`src/rtl/fetch_buffer_pkg.sv`:
```
// Shared processor defaults for the instruction fetch queue.
package fetch_buffer_pkg;

  localparam int unsigned FB_DEPTH   = 4;
  localparam int unsigned FB_PCW     = 8;
  localparam int unsigned FB_IW      = 32;
  localparam int unsigned FB_ENTRY_W = FB_IW + FB_PCW;

endpackage

```
`src/rtl/fetch_fifo.sv`:
```
// Circular entry store for the fetch queue; flush empties it in one cycle.
module fetch_fifo
  import fetch_buffer_pkg::*;
#(
  parameter int unsigned DEPTH = FB_DEPTH,
  parameter int unsigned W     = FB_ENTRY_W
) (
  input  logic                   clk,
  input  logic                   rst,
  input  logic                   flush,
  input  logic                   push,
  input  logic [W-1:0]           wdata,
  input  logic                   pop,
  output logic                   valid,
  output logic [W-1:0]           rdata,
  output logic [$clog2(DEPTH):0] count
);

  localparam int unsigned AW = $clog2(DEPTH);
  localparam int unsigned CW = AW + 1;

  logic [W-1:0]  mem [DEPTH];
  logic [AW-1:0] head;
  logic [AW-1:0] tail;
  logic          do_pop;

  always_comb begin
    valid  = (count != '0);
    do_pop = pop & valid;
    rdata  = valid ? mem[head] : '0;
  end

  // Pointers wrap naturally because DEPTH is a power of two.
  always_ff @(posedge clk or negedge rst) begin
    if (!rst) begin
      head  <= '0;
      tail  <= '0;
      count <= '0;
    end else if (flush) begin
      head  <= '0;
      tail  <= '0;
      count <= '0;
    end else begin
      if (push)   tail <= tail + AW'(1);
      if (do_pop) head <= head + AW'(1);
      if (push && !do_pop)      count <= count + CW'(1);
      else if (!push && do_pop) count <= count - CW'(1);
    end
  end

  always_ff @(posedge clk) begin
    if (push && !flush) mem[tail] <= wdata;
  end

endmodule

```
`src/rtl/fetch_buffer.sv`:
```
// Instruction fetch queue: issues reads to a synchronous memory and buffers returns.
module fetch_buffer
  import fetch_buffer_pkg::*;
#(
  parameter int unsigned DEPTH = FB_DEPTH,
  parameter int unsigned PCW   = FB_PCW,
  parameter int unsigned IW    = FB_IW
) (
  input  logic                   clk,
  input  logic                   rst,
  output logic [PCW-1:0]         imAddress,
  input  logic [IW-1:0]          imData,
  input  logic                   redirect,
  input  logic [PCW-1:0]         redirectTarget,
  input  logic                   outReady,
  output logic                   outValid,
  output logic [IW-1:0]          outInstruction,
  output logic [PCW-1:0]         outPCPlus1,
  output logic [$clog2(DEPTH):0] count
);

  localparam int unsigned CW = $clog2(DEPTH) + 1;
  localparam int unsigned OW = CW + 1;
  localparam int unsigned EW = IW + PCW;

  logic [PCW-1:0] fetch_pc;
  logic [PCW-1:0] in_flight_pc;
  logic           in_flight;
  logic           issue;
  logic [OW-1:0]  occupancy;
  logic [EW-1:0]  head_entry;

  // Same-cycle pops are not credited, so the queue can never overflow.
  always_comb begin
    imAddress = redirect ? redirectTarget : fetch_pc;
    occupancy = OW'(count) + OW'(in_flight);
    issue     = redirect | (occupancy < OW'(DEPTH));
  end

  always_ff @(posedge clk or negedge rst) begin
    if (!rst) begin
      fetch_pc     <= '0;
      in_flight    <= 1'b0;
      in_flight_pc <= '0;
    end else begin
      in_flight <= issue;
      if (issue) begin
        in_flight_pc <= imAddress;
        fetch_pc     <= imAddress + PCW'(1);
      end
    end
  end

  // A redirect drops the word returning this cycle along with the queue.
  fetch_fifo #(
    .DEPTH (DEPTH),
    .W     (EW)
  ) u_fifo (
    .clk   (clk),
    .rst   (rst),
    .flush (redirect),
    .push  (in_flight & ~redirect),
    .wdata ({imData, in_flight_pc + PCW'(1)}),
    .pop   (outReady),
    .valid (outValid),
    .rdata (head_entry),
    .count (count)
  );

  assign outInstruction = head_entry[EW-1:PCW];
  assign outPCPlus1     = head_entry[PCW-1:0];

endmodule
```
`config.mk`:
```
export PLATFORM = sky130hd
export DESIGN_NAME = fetch_buffer
export DESIGN_NICKNAME = d
export VERILOG_FILES = /design/src/rtl/fetch_buffer_pkg.sv /design/src/rtl/fetch_fifo.sv /design/src/rtl/fetch_buffer.sv
export SDC_FILE = /design/constraint.sdc
export NUM_CORES = 1
export LEC_CHECK = 0
export CORE_ASPECT_RATIO = 0.9
export CORE_UTILIZATION = 40
export CTS_CLUSTER_DIAMETER = 100
export DETAILED_ROUTE_END_ITERATION = 8
export HOLD_SLACK_MARGIN = 0.05
export PLACE_DENSITY = 0.59
export SYNTH_ARGS = -nofsm -noshare
export SYNTH_HDL_FRONTEND = slang
export SYNTH_SLANG_ARGS = --single-unit
export TNS_END_PERCENT = 100
```
`constraint.sdc`:
```
create_clock -name clk -period 1.9 [get_ports clk]
set_input_delay 0.38 -clock clk [delete_from_list [all_inputs] [get_ports clk]]
set_output_delay 0.38 -clock clk [all_outputs]
set_load 0.01 [all_outputs]
```
## After elaboration in Yosys (flattened, before gate mapping)

Memories as Yosys holds them, arrays and structs flattened.
Index checks and enable logic that the tools add are counted.

- Bits in registers: 24
- Bits in writable memories: 160
- Input port bits: 44
- Memories: 1

- Add/sub/neg operators: 7
- $lt $le $gt $ge: 1
- Muxes and demuxes: 11
- Bitwise gates (word level): 4
- Reduce and logical (&&, ||, !) cells: 10

Memories:

| memory | depth | width | read ports | clocked after memory_dff | wr ports | line | text |
|---|---|---|---|---|---|---|---|
| u_fifo.mem | 4 | 40 | 1 | 0 | 1 | fetch_fifo.sv:22 | `logic [W-1:0] mem [DEPTH];` |

Operators with widths:

| cell | number |
|---|---|
| 40-bit two-way mux | 1 |
| 8-bit by 1-bit adder with 8-bit output (second input constant) | 2 |
| 3-bit two-way mux | 3 |
| 2-bit two-way mux | 4 |
| 8-bit two-way mux | 1 |
| 3-bit nonzero test | 2 |
| 2-bit by 1-bit adder with 2-bit output (second input constant) | 2 |
| 3-bit by 1-bit adder with 4-bit output | 1 |
| 4-bit by 3-bit less-than comparator with 1-bit output (second input constant) | 1 |
| 2-bit nonzero test | 2 |
| 3-bit by 1-bit adder with 3-bit output (second input constant) | 1 |
| 1-bit logical AND | 3 |
| 1-bit logical NOT | 3 |
| 3-bit by 1-bit subtractor with 3-bit output (second input constant) | 1 |
| 1-bit AND | 2 |
| 1-bit two-way mux | 2 |
| 1-bit inverter | 1 |
| 1-bit bitwise OR | 1 |

## Depth between registers and ports, before layout

Gate-level depths: netlist of the first run.

- Depth in word-level cells: 7
- Mapped depth: 9
- Mapped depth without buffers: 7

## Hierarchy

Synthesis of the first run repeated with hierarchy kept, for this count alone.

- Cells, all modules: 411
- Area total of the unflattened synthesis: 7597.3 um^2

By module, submodules not included:

| module | times used | cells an instance | area each (um^2) |
|---|---|---|---|
| fetch_fifo | 1 | 310 | 6588.8 |
| fetch_buffer | 1 | 101 | 1008.5 |

## Worst setup path after synthesis of the first run

No wires, ideal clock.

- Kind: input to register
- Start point: input port redirect
- End point: memory u_fifo.mem[0][0] (netlist name), enable pin
- Library setup time: 0.401 ns
- Arrival: 1.864 ns
- Data required time: 1.499 ns
- Slack: -0.365 ns
- Stages: 4
- Buffers on the path: 2
- Path through: buf_6 -> buf_2 -> nor2b_1 -> and2_1

- Cells in the longest elaborated chain, start to end: 5
- Elaborated cells on any way between the ends: 6
- Those cells by class: 2 x mux; 2 x bitwise; 2 x reduce/logical

RTL lines:

| element | line | text |
|---|---|---|
| from (decl) | fetch_buffer.sv:13 | `input logic redirect,` |
| 1-bit inverter | fetch_buffer.sv:62 | `.push (in_flight & ~redirect),` |
| 1-bit AND | fetch_buffer.sv:62 |  |
| 1-bit logical AND * | fetch_fifo.sv:52 | `if (push && !flush) mem[tail] <= wdata;` |
| 1-bit two-way mux * | fetch_fifo.sv:52 |  |
| 1-bit two-way mux (implied by the code) * | fetch_fifo.sv:52 |  |
| to (decl) | fetch_fifo.sv:22 |  |

Every way passes the cells marked *; elsewhere a longest branch is shown, timed or not.

## Final worst setup path of the first run

- Start point: register u_fifo.head[0]
- End point: output port outPCPlus1[0]

- Cells in the longest elaborated chain, start to end: 2

RTL lines:

| element | line | text |
|---|---|---|
| from (decl) | fetch_fifo.sv:23 | `logic [AW-1:0] head;` |
| from (signal assigned) | fetch_fifo.sv:45 | `if (do_pop) head <= head + AW'(1);` |
| memory read 4 x 40 bit | n/a |  |
| 40-bit two-way mux | fetch_fifo.sv:30 | `rdata = valid ? mem[head] : '0;` |
| to (decl) | fetch_buffer.sv:18 | `output logic [PCW-1:0] outPCPlus1,` |

Every way passes these cells.

==> results.json, run 1 <==
{
  "finalCoreUtilization": 0.548,
  "p_leak_nw": 3.67,
  "reg2reg_slack_ps": 120,
  "power_density_nw_per_um2": 1620,
  "grt_remaining_overflow": 0,
  "synth.distinct_cells": 40,
  "clockBufferDepth": 2,
  "routed_via_density": 4.93,
  "initial_core_util": 0.408,
  "drt_iter0_markers": 162,
  "ant_nets": 0,
  "period_minus_slack_ps": 2280,
  "fin_ws_ps": -378,
  "timing.rr.start": "u_fifo.count[2]",
  "maxSlewViolCount": 0,
  "hold_viol_final": 0,
  "synth_area_leaders": "edfxtp_1, mux4_2, dfrtp_1",
  "worst_setup_path_start_kind": "flop",
  "worst_ep_arrival_time_ps": 1900,
  "area_delta_synth_final_pct": 34.3,
  "wl_um": 15100,
  "clock.fmax_mhz": 439,
  "dieArea_um2": 19300,
  "syn_inst": 412,
  "grt_pass1_vias": 4317,
  "htree_levels": 4,
  "syn_area_um2": 7500,
  "drt_pass1_iterations": 4,
  "rows": 47,
  "vias": 4070,
  "timing_worst_slew_pin_value_ps": 342,
  "synth_warnings": 0,
  "cts_sinks": 184,
  "min_path_type": "input port to asynchronous set/reset pin",
  "dieWidth_um": 146,
  "port_buffers": 95,
  "synth_nets": 463,
  "rsz0062_at_grt": "true",
  "setup_viol": 41,
  "ioPinCount": 96,
  "hpwl_um": 9360,
  "synth.avg_cell_area_um2": 18.2,
  "routed.top_layer": "met4",
  "critPathKind": "flop to primary output",
  "yosysTopAreaCellShare": 0.640,
  "fin_crit_sh": 1.20,
  "maxSlewHeadroom": 0.771,
  "finalClockSkew_ps": 7.93,
  "clkLatencyLatePin_ps": 420,
  "hold_slack_ps": 327,
  "drv_cap": 0,
  "outcome": "finished with violations",
  "ys_seq_elements": 184,
  "synth_seq_area_share": 0.720,
  "track_usage": 0.167,
  "routedWlPerCell_um": 18.3,
  "drc_errors": 0,
  "ir_worst_vdd_uv": 642,
  "cts_buffers": 17,
  "gp_congestion": 0.768,
  "grt_first_pass_wirelength_um": 23900,
  "cp.required_ps": 1520,
  "die_h_um": 132,
  "r2r_end": "u_fifo.count[2]",
  "fin_total_pwr_mw": 16.3,
  "violations": "setup timing",
  "synth_top_area_cell": "edfxtp_1",
  "antenna_found_initial": 0,
  "core-area_um2": 18400,
  "antenna_cells": 0,
  "final_nets": 619,
  "layout-drive-gt1-share": 0.392,
  "reg2reg_depth": 7,
  "route.met3.wl_um": 691,
  "clockRootBuffer": "clkbuf_16",
  "critPathCaptureType": "primary output",
  "clk_pin_slew_ps": 70,
  "met2_wirelength_um": 7400,
  "grt_start_max_net_pins": 30,
  "cts_tree": "built",
  "wl_met1_um": 6920,
  "worstPathMaxFanout": 6
}
-- how the worst max path moves through the flow --
| stage | from | to | slack [ps] | cells after the start |
|---|---|---|---|---|
| finish | u_fifo.head[0] | outPCPlus1[0] | -380 | 5 |
| global route | u_fifo.head[0] | outPCPlus1[0] | -440 | 5 |
| detailed placement | redirect | u_fifo.count[2] | -420 | 8 |
| CTS | u_fifo.head[0] | outInstruction[10] | -480 | 6 |
| floorplan | redirect | u_fifo.count[2] | 10 | 8 |
| global placement | redirect | imAddress[0] | -340 | 5 |
-- cells in the mapped netlist (all sizes together) --
master / instances
a2111oi: 1
a211oi: 4
a21oi: 10
a311oi: 1
a31oi: 1
and2: 46
and3: 2
and3b: 1
buf: 15
clkbuf: 6
dfrtp: 24
edfxtp: 160
fa: 1
ha: 6
inv: 10
mux2: 5
mux2i: 4
mux4: 40
nand2: 9
nand3: 6
nand3b: 1
nor2: 31
nor2b: 1
nor3: 2
nor3b: 1
nor4b: 1
o2111ai: 1
o211a: 1
o21ai: 3
o31ai: 2
or2: 1
or3: 1
xnor2: 9
xor2: 5
-- metal layers --
metal	global-route usage	vias up
met3	0.0415	14
met4	0.0503	0
met1	0.223	2052
met2	0.272	106
met5	0	-
li1	-	1898
-- report_power, final --
part / switching (mW) / internal [mW] / total, mW
Clock: 1.48 / 1.82 / 3.30
Sequential: 0.367 / 5.51 / 5.88
Combinational: 3.06 / 4.07 / 7.13
Total: 4.91 / 11.4 / 16.3
-- layout make-up --
cell class / instances / area (µm²)
multi-input combinational: 197 / 2070
tap: 245 / 307
sequential: 184 / 5410
clock buffer: 19 / 433
clock inverter: 13 / 124
fill: 1469 / 8330
inverter: 10 / 37.5
timing repair buffer: 158 / 1700
-- through the flow --
stage	instance area, µm²	TNS, ps	setup WS (ps)	cells
6_report	10100	-13730	-378	826
5_1_grt	10100	-16590	-442	826
4_1_cts	9980	-15810	-480	827
3_5_place_dp	9160	-37900	-417	779
3_3_place_gp	9160	-31810	-337	779
2_1_floorplan	7510	0	10.0	412
-- cell usage in the layout (no fill, tap or decap), drive strengths merged, types with 2 or more instances in the layout --
cell / instances
o31ai: 2
clkbuf: 19
o21ai: 3
xor2: 5
and2: 46
buf: 104
nand3: 6
ha: 6
mux2i: 4
dlymetal6s2s: 3
inv: 12
mux4: 40
edfxtp: 160
nor3: 2
clkinv: 8
clkinvlp: 2
and3: 2
nand2: 9
a21oi: 10
mux2: 5
dlygate4sd2: 7
dfrtp: 24
xnor2: 9
clkdlybuf4s50: 42
a211oi: 4
nor2: 31
-- registers in the layout (all words and copies together) (netlist names) --
register	cells
u_fifo.head	2
u_fifo.tail	2
fetch_pc	8
u_fifo.count	3
in_flight_pc	8
in_flight	1
u_fifo.mem	160
-- worst max-delay path, cell delays in order, from the launching register on --
cell and delay, ps:
dfrtp_2 410, buf_12 140, buf_12 130, mux4_2 500, and2_1 170, buf_2 130
-- timing repair --
item	in CTS	in global routing
hold buffers	0	0
gates cloned	3	0
setup buffers	13	1
pin swaps	20	1
endpoints found under the setup margin	49	45
gates resized for setup	236	32
-- logic make-up (layout without fill, tap and decap cells) --
family	Yosys count	in the layout	synth area share
compound gates	24	24	0.0235
buf+inv	31	200	0.0183
simple gates	103	103	0.0739
mux	49	49	0.135
xor+xnor	14	14	0.0163
flops	184	184	0.720
fa+ha+maj	7	7	0.0127
Power figures use the tool's default switching activity.
==> run 2, diff against run 1 <==
--- a/config.mk
+++ b/config.mk
@@ -9,6 +9,7 @@
 export CORE_UTILIZATION = 40
 export CTS_CLUSTER_DIAMETER = 100
 export DETAILED_ROUTE_END_ITERATION = 8
+export GPL_TIMING_DRIVEN = 0
 export HOLD_SLACK_MARGIN = 0.05
 export PLACE_DENSITY = 0.59
 export SYNTH_ARGS = -nofsm -noshare
==> run 2 against run 1 <==
The run still ends with setup timing left. Largest power group unchanged. Setup slack worse by 45 ps. Register-to-register slack about the same. Total power down 1.2%. Combinational power down 4.6%. Final cell count down 2.1%. Highest routed layer unchanged. Critical endpoint is now outInstruction[19]. Critical path depth up 1. Wire length down 2.5%. Non-clock buffer count down 18. Utilization down 0.99 points. Sequential share of layout area up 0.98 points. Hold slack better by 160 ps. Clock skew up 7.3 ps.
==> results.json, run 2 (same netlist as run 1, synthesis figures left out) <==
{
  "crit_start": "u_fifo.head[0]",
  "clock.fmax_mhz": 430,
  "period_minus_slack_ps": 2320,
  "drt_iter0_markers": 145,
  "power_density_nw_per_um2": 1630,
  "initial_core_util": 0.408,
  "maxSlewHeadroom": 0.264,
  "routed_via_density": 4.98,
  "clockBufferDepth": 2,
  "dieArea_um2": 19300,
  "core-area_um2": 18400,
  "ant_nets": 0,
  "setup_viol": 41,
  "largest_register_ffs": 160,
  "hold_slack_ps": 483,
  "rsz0062_at_grt": "true",
  "worst_setup_path_start_kind": "flop",
  "critPathKind": "flop to primary output",
  "rows": 47,
  "cp.required_ps": 1520,
  "worst_ep_arrival_time_ps": 1940,
  "routedWlPerCell_um": 18.2,
  "grt_pass1_vias": 4293,
  "finalClockSkew_ps": 15.3,
  "timing.rr.start": "in_flight",
  "vias": 4029,
  "dieWidth_um": 146,
  "antenna_cells": 0,
  "hold_viol_final": 0,
  "cpPeakStageDelay_ps": 490,
  "wl_um": 14800,
  "slowest_stage": "mux4_2",
  "drc_errors": 0,
  "hpwl_um": 8490,
  "clk_pin_slew_ps": 70,
  "cts_sinks": 184,
  "largest-register": "u_fifo.mem",
  "drv_cap": 0,
  "final_common_cell": "edfxtp_1",
  "maxSlewViolCount": 0,
  "ir_worst_vdd_uv": 743,
  "critPathCaptureType": "primary output",
  "cts_tree": "built",
  "clkLatencyLatePin_ps": 430,
  "worstHoldStart": "redirect",
  "gp_congestion": 0.768,
  "grt_remaining_overflow": 0,
  "min_path_type": "input port to flop",
  "clockRootBuffer": "clkbuf_16",
  "die_h_um": 132,
  "fin_crit_sh": 1.22,
  "outcome": "finished with violations",
  "dp_cells": 752,
  "grt_first_pass_wirelength_um": 23500,
  "drt_pass1_iterations": 4,
  "mostFrequentLayoutCells": "edfxtp_1, clkdlybuf4s50_1, mux4_2",
  "violations": "setup timing",
  "timing_worst_slew_pin_value_ps": 1100,
  "grt_start_max_net_pins": 41,
  "fin_ws_ps": -423,
  "track_usage": 0.163,
  "layout-drive-gt1-share": 0.385,
  "worstPathMaxFanout": 6,
  "cts_buffers": 17,
  "finalNonFillerCells": 809,
  "cp_common_cell": "buf_12",
  "reg_top3": "u_fifo.mem: 160 flops, fetch_pc: 8 flops, in_flight_pc: 8 flops",
  "ioPinCount": 96,
  "final_nets": 602,
  "crit_path_cell_trace": "buf_12 -> buf_8 -> buf_12 -> mux4_2 -> and2_4 -> buf_6",
  "htree_levels": 4,
  "area_delta_synth_final_pct": 31.9,
  "port_buffers": 95,
  "p_leak_nw": 3.57,
  "antenna_found_initial": 0
}
==> run 2: changes by cell type in the layout (fill, tap and decap cells not counted), sizes merged <==
cell / before / now
clkdlybuf4s50: 42 / 43
bufbuf: 1 / 0
dlymetal6s2s: 3 / 2
inv: 12 / 19
dlygate4sd2: 7 / 6
clkdlybuf4s15: 1 / 2
clkinv: 8 / 2
buf: 104 / 82
and2: 46 / 47
clkbuf: 19 / 23
==> run 2: what timing repair did <==
| item | 4_1_cts | 5_1_grt |
|---|---|---|
| endpoints found under the setup margin | 213 | 52 |
| pin swaps | 44 | 2 |
| hold buffers | 0 | 0 |
| gates cloned | 6 | 0 |
| gates resized for setup | 288 | 28 |
| setup buffers | 24 | 3 |
==> run 2: worst max-delay path: cells and delay by family (launching register included) <==
family | cells | cell delay, ps
flops | 1 | 370
mux | 1 | 490
simple gates | 1 | 160
buf+inv | 4 | 500
==> run 2: per-stage QoR <==
| step | TNS (ps) | util | worst slack (ps) | power (mW) | instance area [µm²] |
|---|---|---|---|---|---|
| 3_3_place_gp | -199360 | 0.476 | -1030 | 11.4 | 8770 |
| 3_5_place_dp | -201070 | 0.476 | -1050 | 11.5 | 8770 |
| 6_report | -14980 | 0.538 | -423 | 16.1 | 9900 |
| 4_1_cts | -17200 | 0.535 | -492 | 16.1 | 9860 |
| 2_1_floorplan | 0 | - | 10.0 | 9.00 | 7510 |
| 5_1_grt | -17910 | 0.538 | -495 | 17.0 | 9900 |
==> run 2: final timing paths <==
kind | to | cells past startpoint | slack (ps)
worst max register to register | u_fifo.mem[3][24] | 3 | 110
min in group asynchronous | fetch_pc[0] | 1 | 550
worst max-delay path | outInstruction[19] | 6 | -420
worst min-delay path | in_flight_pc[1] | 4 | 480
max in group asynchronous | u_fifo.count[0] | 1 | 620
worst min register to register | fetch_pc[1] | 2 | 520
==> run 2: area by class of cell <==
type	count	area, µm²
Clock inverter	14	153
Fill cell	1493	8510
Buffer	17	203
Clock buffer	18	429
Multi-Input combinational cell	198	2120
Inverter	10	37.5
Sequential cell	184	5410
Tap cell	245	307
Timing Repair Buffer	123	1240
==> run 2: power breakdown <==
part | total, mW | switching, mW | internal, mW
Sequential | 5.85 | 0.336 | 5.52
Clock | 3.46 | 1.59 | 1.87
Combinational | 6.80 | 3.01 | 3.79
==> run 2: routing by layer <==
layer | routed length, µm | part of all wire | track usage | up-vias
met4 | 143 | 0.0097 | 0.0475 | 0
met1 | 6740 | 0.46 | 0.217 | 2057
met5 | 0 | 0 | 0 | -
met2 | 7280 | 0.49 | 0.268 | 97
li1 | - | - | - | 1861
met3 | 596 | 0.040 | 0.0401 | 14
